===== src/rtl/frequency_window_sequencer.sv =====
// frequency_window_sequencer: sequences clear/start/window/collect/gap measurement windows
// for the frequency analyzer manager and reports run status.
module frequency_window_sequencer #(
    parameter int WINDOW_WIDTH = 32,
    parameter int GAP_WIDTH    = 16,
    parameter int CLEAR_CYCLES = 4,
    parameter int START_CYCLES = 2,
    parameter int IRQ_TIMEOUT  = 1024
) (
    input  logic                    s00_axi_aclk,
    input  logic                    s00_axi_aresetn,
    input  logic [WINDOW_WIDTH-1:0] cfg_window_cycles,
    input  logic [GAP_WIDTH-1:0]    cfg_gap_cycles,
    input  logic [7:0]              cfg_repeat,
    input  logic                    cmd_run,
    input  logic                    cmd_abort,
    input  logic                    analyzer_irq,
    output logic                    analyzer_clear,
    output logic                    analyzer_start,
    output logic                    analyzer_stop,
    output logic                    busy,
    output logic                    done,
    output logic                    timeout_err,
    output logic [7:0]              window_count
);
    localparam int PW = $clog2((CLEAR_CYCLES > START_CYCLES ? CLEAR_CYCLES : START_CYCLES) + 1);
    localparam int TW = $clog2(IRQ_TIMEOUT + 1);
    localparam int M1 = WINDOW_WIDTH > GAP_WIDTH ? WINDOW_WIDTH : GAP_WIDTH;
    localparam int M2 = M1 > TW ? M1 : TW;
    localparam int CW = M2 > PW ? M2 : PW;

    typedef enum logic [2:0] {IDLE, CLEAR, START, WINDOW, COLLECT, GAP, DONE, ABORT} state_t;

    state_t                  state, next;
    logic [CW-1:0]           cnt, last;
    logic [WINDOW_WIDTH-1:0] win_len;
    logic [GAP_WIDTH-1:0]    gap_len;
    logic [7:0]              rep_len, wc_next;
    logic                    cnt_done, last_win, latch;

    // cnt counts cycles spent in the current state; last is the final cycle index of that state
    always_comb begin
        last = state == CLEAR  ? CW'(CLEAR_CYCLES - 1) :
               state == START  ? CW'(START_CYCLES - 1) :
               state == WINDOW ? CW'(win_len) - CW'(1) :
               state == GAP    ? CW'(gap_len) - CW'(1) : CW'(IRQ_TIMEOUT - 1);
        cnt_done = cnt == last;
        wc_next  = window_count + 8'd1;
        last_win = rep_len != 8'd0 && wc_next == rep_len;
        latch    = state == IDLE && next == CLEAR;
    end

    always_comb begin
        next = state;
        unique case (state)
            IDLE:    if (cmd_run && !cmd_abort) next = CLEAR;
            CLEAR:   if (cnt_done) next = START;
            START:   if (cnt_done) next = WINDOW;
            WINDOW:  if (cnt_done) next = COLLECT;
            COLLECT: if (analyzer_irq) next = last_win ? DONE : gap_len == '0 ? CLEAR : GAP;
                     else if (cnt_done) next = IDLE;
            GAP:     if (cnt_done) next = CLEAR;
            default: next = IDLE;
        endcase
        if (cmd_abort && state != IDLE && state != ABORT) next = ABORT;
    end

    always_ff @(posedge s00_axi_aclk or negedge s00_axi_aresetn) begin
        if (!s00_axi_aresetn) begin
            state        <= IDLE;
            cnt          <= '0;
            win_len      <= '0;
            gap_len      <= '0;
            rep_len      <= '0;
            window_count <= '0;
            timeout_err  <= 1'b0;
        end else begin
            state <= next;
            cnt   <= next == state ? cnt + CW'(1) : '0;
            if (latch) begin
                win_len      <= cfg_window_cycles == '0 ? WINDOW_WIDTH'(1) : cfg_window_cycles;
                gap_len      <= cfg_gap_cycles;
                rep_len      <= cfg_repeat;
                window_count <= '0;
                timeout_err  <= 1'b0;
            end
            if (state == COLLECT && next != ABORT && analyzer_irq) window_count <= wc_next;
            if (state == COLLECT && next == IDLE) timeout_err <= 1'b1;
        end
    end

    // abort cycle is the only state driving clear and stop together
    always_comb begin
        analyzer_clear = state == CLEAR || state == ABORT;
        analyzer_start = state == START;
        analyzer_stop  = state == COLLECT || state == ABORT;
        done           = state == DONE;
        busy           = state != IDLE;
    end
endmodule

===== config.mk =====
export PLATFORM = sky130hd
export DESIGN_NAME = frequency_window_sequencer
export DESIGN_NICKNAME = d
export VERILOG_FILES = /design/src/rtl/frequency_window_sequencer.sv
export SDC_FILE = /design/constraint.sdc
export NUM_CORES = 1
export LEC_CHECK = 0
export BUFFER_PORTS_ARGS = -buffer_cell sky130_fd_sc_hd__buf_2
export CORE_MARGIN = 4
export CORE_UTILIZATION = 60
export DETAILED_ROUTE_END_ITERATION = 16
export PLACE_DENSITY = 0.78
export SLEW_MARGIN = 0
export SYNTH_ARGS = -nofsm -noshare
export SYNTH_HDL_FRONTEND = slang
export SYNTH_SLANG_ARGS = --single-unit

===== constraint.sdc =====
create_clock -name s00_axi_aclk -period 6.9 [get_ports s00_axi_aclk]
set_input_delay 1.035 -clock s00_axi_aclk [delete_from_list [all_inputs] [get_ports s00_axi_aclk]]
set_output_delay 1.035 -clock s00_axi_aclk [all_outputs]
set_load 0.01 [all_outputs]

==> reports/summary.txt <==
Starting Density = 62.3%
Post-CTS Hold Buffers = 0
Synth Instances = 774
setup violators final = 0
CP cell instances = inv_1, ha_1, or4b_1, or4_1, nor4_1, nor4bb_1, a41o_1, a2111o_1, nor4_4, o211a_4, nor3_1
area of the multi-input gates = 0.00445 mm2
clock root cell = clkbuf_16
CP endpoint kind = register
Worst Path Max Fanout = 32
register area = 0.00250 mm2
Critical path origin = win_len[0]
first-pass GRT wire length = 31.2 mm
crit path kind = register to register
H-tree levels = 3
routability cong. = 0.938
Final Instance Count excl. Fillers = 958
Post-synth EDFFs = 0
Synth Area in Compound Gates = 11.2%
mux cell area share after synthesis = 10.2%
# DRC = 0
Post-layout nets = 875
placed cell count = 942
commonest cells in the netlist = dfrtp_1, nand2_1, mux2_2, xnor2_1, nor2_1
Slew @ Worst Pin = 1090 ps
GRT Util Overall = 27.5%
dominant combinational cell family by area after synthesis = simple AND/OR/NAND/NOR gates
TritonCTS clock tree = yes
Crit path max-delay family = simple AND/OR/NAND/NOR gates
max cap viols = 0
DRT Wirelength = 18.9 mm
Max stage delay cell, worst path = or4_1
hpwl dp = 14.0 mm
Core Region = 0.0116 mm2
Setup Buffers After CTS = 0
f_max = 214 MHz
Die Ht = 118 um
Clock transition at path regs = 70 ps
Resize count post-CTS = 0
routed wl met2 = 8.71 mm
die width = 118 um
Fill cells = 900
Worst VDD drop = 0.321 mV
number of diodes = 0
Port Buffers = 74
Pins Over Slew Limit = 0
top routing layer used = met4
largest net degree at the start of global routing = 57
status = completed
Synth Area in Adders = 0.694%
TNS Setup = 0 ps
#FFs+latches synth = 100
Pre-Repair DR Iteration Count = 5
final hold violations = 0
Mean Syn Cell Area = 9.31 um2
Slew Limit Headroom = 27.0%
post-synth cell types = 74
Pwr Density = 371 mW/mm2
RSZ-0062 raised after global routing = false
Synth Cell Area = 0.00721 mm2
Synth top area share = 34.7%
TritonCTS Buffers = 9
initial antenna violation count = 0
Critical Path AT = 4900 ps
Worst Skew = 7.42 ps
met1 wire length = 8.17 mm
Final Cycle Share = 67.8%
cell taking the most area after synthesis = dfrtp_1
Synth Area in XOR/XNOR = 9.84%
clock sinks = 100
YS warnings = 0
Synth Flop Type = dfrtp_1
worst endpoint required time = 7130 ps
vias in the first global route = 6087
DR vias/cell = 6.62
DR WL/cell = 19.7 um
row count = 39
via count = 6341
layout cells sized above 1 = 25.3%
1st-iter DRT viols = 625
die area = 0.0138 mm2
grt ovf = 0
register area share after synthesis = 34.7%
synth top area cells = dfrtp_1, mux2_2, xnor2_1, nor3_2, nand2_1
CP startpoint kind = register
met3 wire len = 1.59 mm
Post-synth ARST share = 100%
Ports = 75
post-route ant nets = 0
crit path buf inv count = 1
HP Class = register to register
clk buf depth = 2
Net Count, Synth = 839
Area Growth Syn to Fin = 9.13%
max incr delay on CP = 700 ps
final worst path period need = 4680 ps
most frequent cell after synthesis = dfrtp_1
Synth Area in Simple Gates = 29.6%
Reg2Reg Launch Point = win_len[0]
LEAKAGE = 0.00327 uW
clk_lat worst skew = 360 ps
beginning of the worst hold path = timeout_err
## report_power, final
part / internal (uW) / switching, uW / total, uW
Combinational: 589 / 797 / 1390
Clock: 261 / 241 / 503
Sequential: 740 / 292 / 1030
Total: 1590 / 1330 / 2920
## kinds of logic after synthesis
logic type | count (synthesis)
and+or+nand+nor | 347
AOI/OAI and AO/OA | 114
DFF | 100
xor gates and xnor gates | 81
muxes | 66
buffers and inverters | 62
adders and majority gates | 4
## worst reg2reg max path, delay by kind of cell (launching register included)
kind / cells / cell delay, ps
adder cells (fa/ha/maj): 1 / 190
buffers and inverters: 1 / 90
AND/OR/NAND/NOR: 6 / 2580
AO/OA/AOI/OAI: 3 / 1240
flip-flops: 1 / 420
## layout by cell type, fill, tap and decap left out, types with 4 or more instances in the layout
cell,netlist,final
a21oi_1,15,15
a31oi_1,10,10
and2_1,4,4
and3_1,12,12
and4_1,6,6
buf_2,6,73
buf_4,3,6
clkbuf_16,0,9
dfrtp_1,100,100
ha_1,4,4
inv_1,8,8
mux2_2,57,57
mux2i_1,8,8
nand2_1,67,67
nand2b_1,6,6
nand3_1,21,21
nand3b_1,6,6
nand4_1,19,19
nor2_1,44,44
nor2b_1,6,6
nor3_1,21,21
nor3_2,30,30
nor4_1,38,38
o211ai_1,4,4
o21ai_0,26,26
o22ai_1,6,6
o31ai_1,8,8
or2_2,4,4
or3_1,17,17
or4_1,20,20
or4_4,4,4
xnor2_1,57,57
xor2_1,24,24
## sequential cells by signal (all words and copies together) (netlist names)
name          cells
win_len          32
window_count      8
timeout_err       1
rep_len           8
cnt              32
gap_len          16
state             3
## cell type report
type	instances	share of cell area, %
flip-flops and latches	100	31.8
inverters	8	0.382
multi-input cells	612	56.6
repair buffers	79	5.22
clock inverters	6	0.700
clock buffers	10	3.04
well taps	143	2.27
## routing by layer
layer	up-vias	GRT usage, %
met5	-	0
met4	0	7.47
met3	41	6.01
met2	258	43.8
met1	3070	38.2
li1	2972	-
## stage by stage
stage | total power [uW] | util [%] | hold slack, ps | setup slack, ps | area, um2
after floorplan | 2040 | - | 493 | 2850 | 7210
after global placement | 2340 | 65.5 | 494 | 2440 | 7570
after detailed placement | 2390 | 65.5 | 503 | 2300 | 7570
after CTS | 2900 | 68.0 | 518 | 2290 | 7870
after global routing | 3110 | 68.0 | 544 | 2040 | 7870
final | 2920 | 68.0 | 514 | 2220 | 7870
## path summary, 6_finish.rpt
check	end	slack, ps	depth (start not counted)
max in group asynchronous	win_len[19]	5120	2
min in group asynchronous	cnt[7]	670	1
max	cnt[31]	2220	11
min reg2reg	timeout_err	510	1
max reg2reg	cnt[31]	2220	11
min	timeout_err	510	1
(Power assumes the default switching activity.)
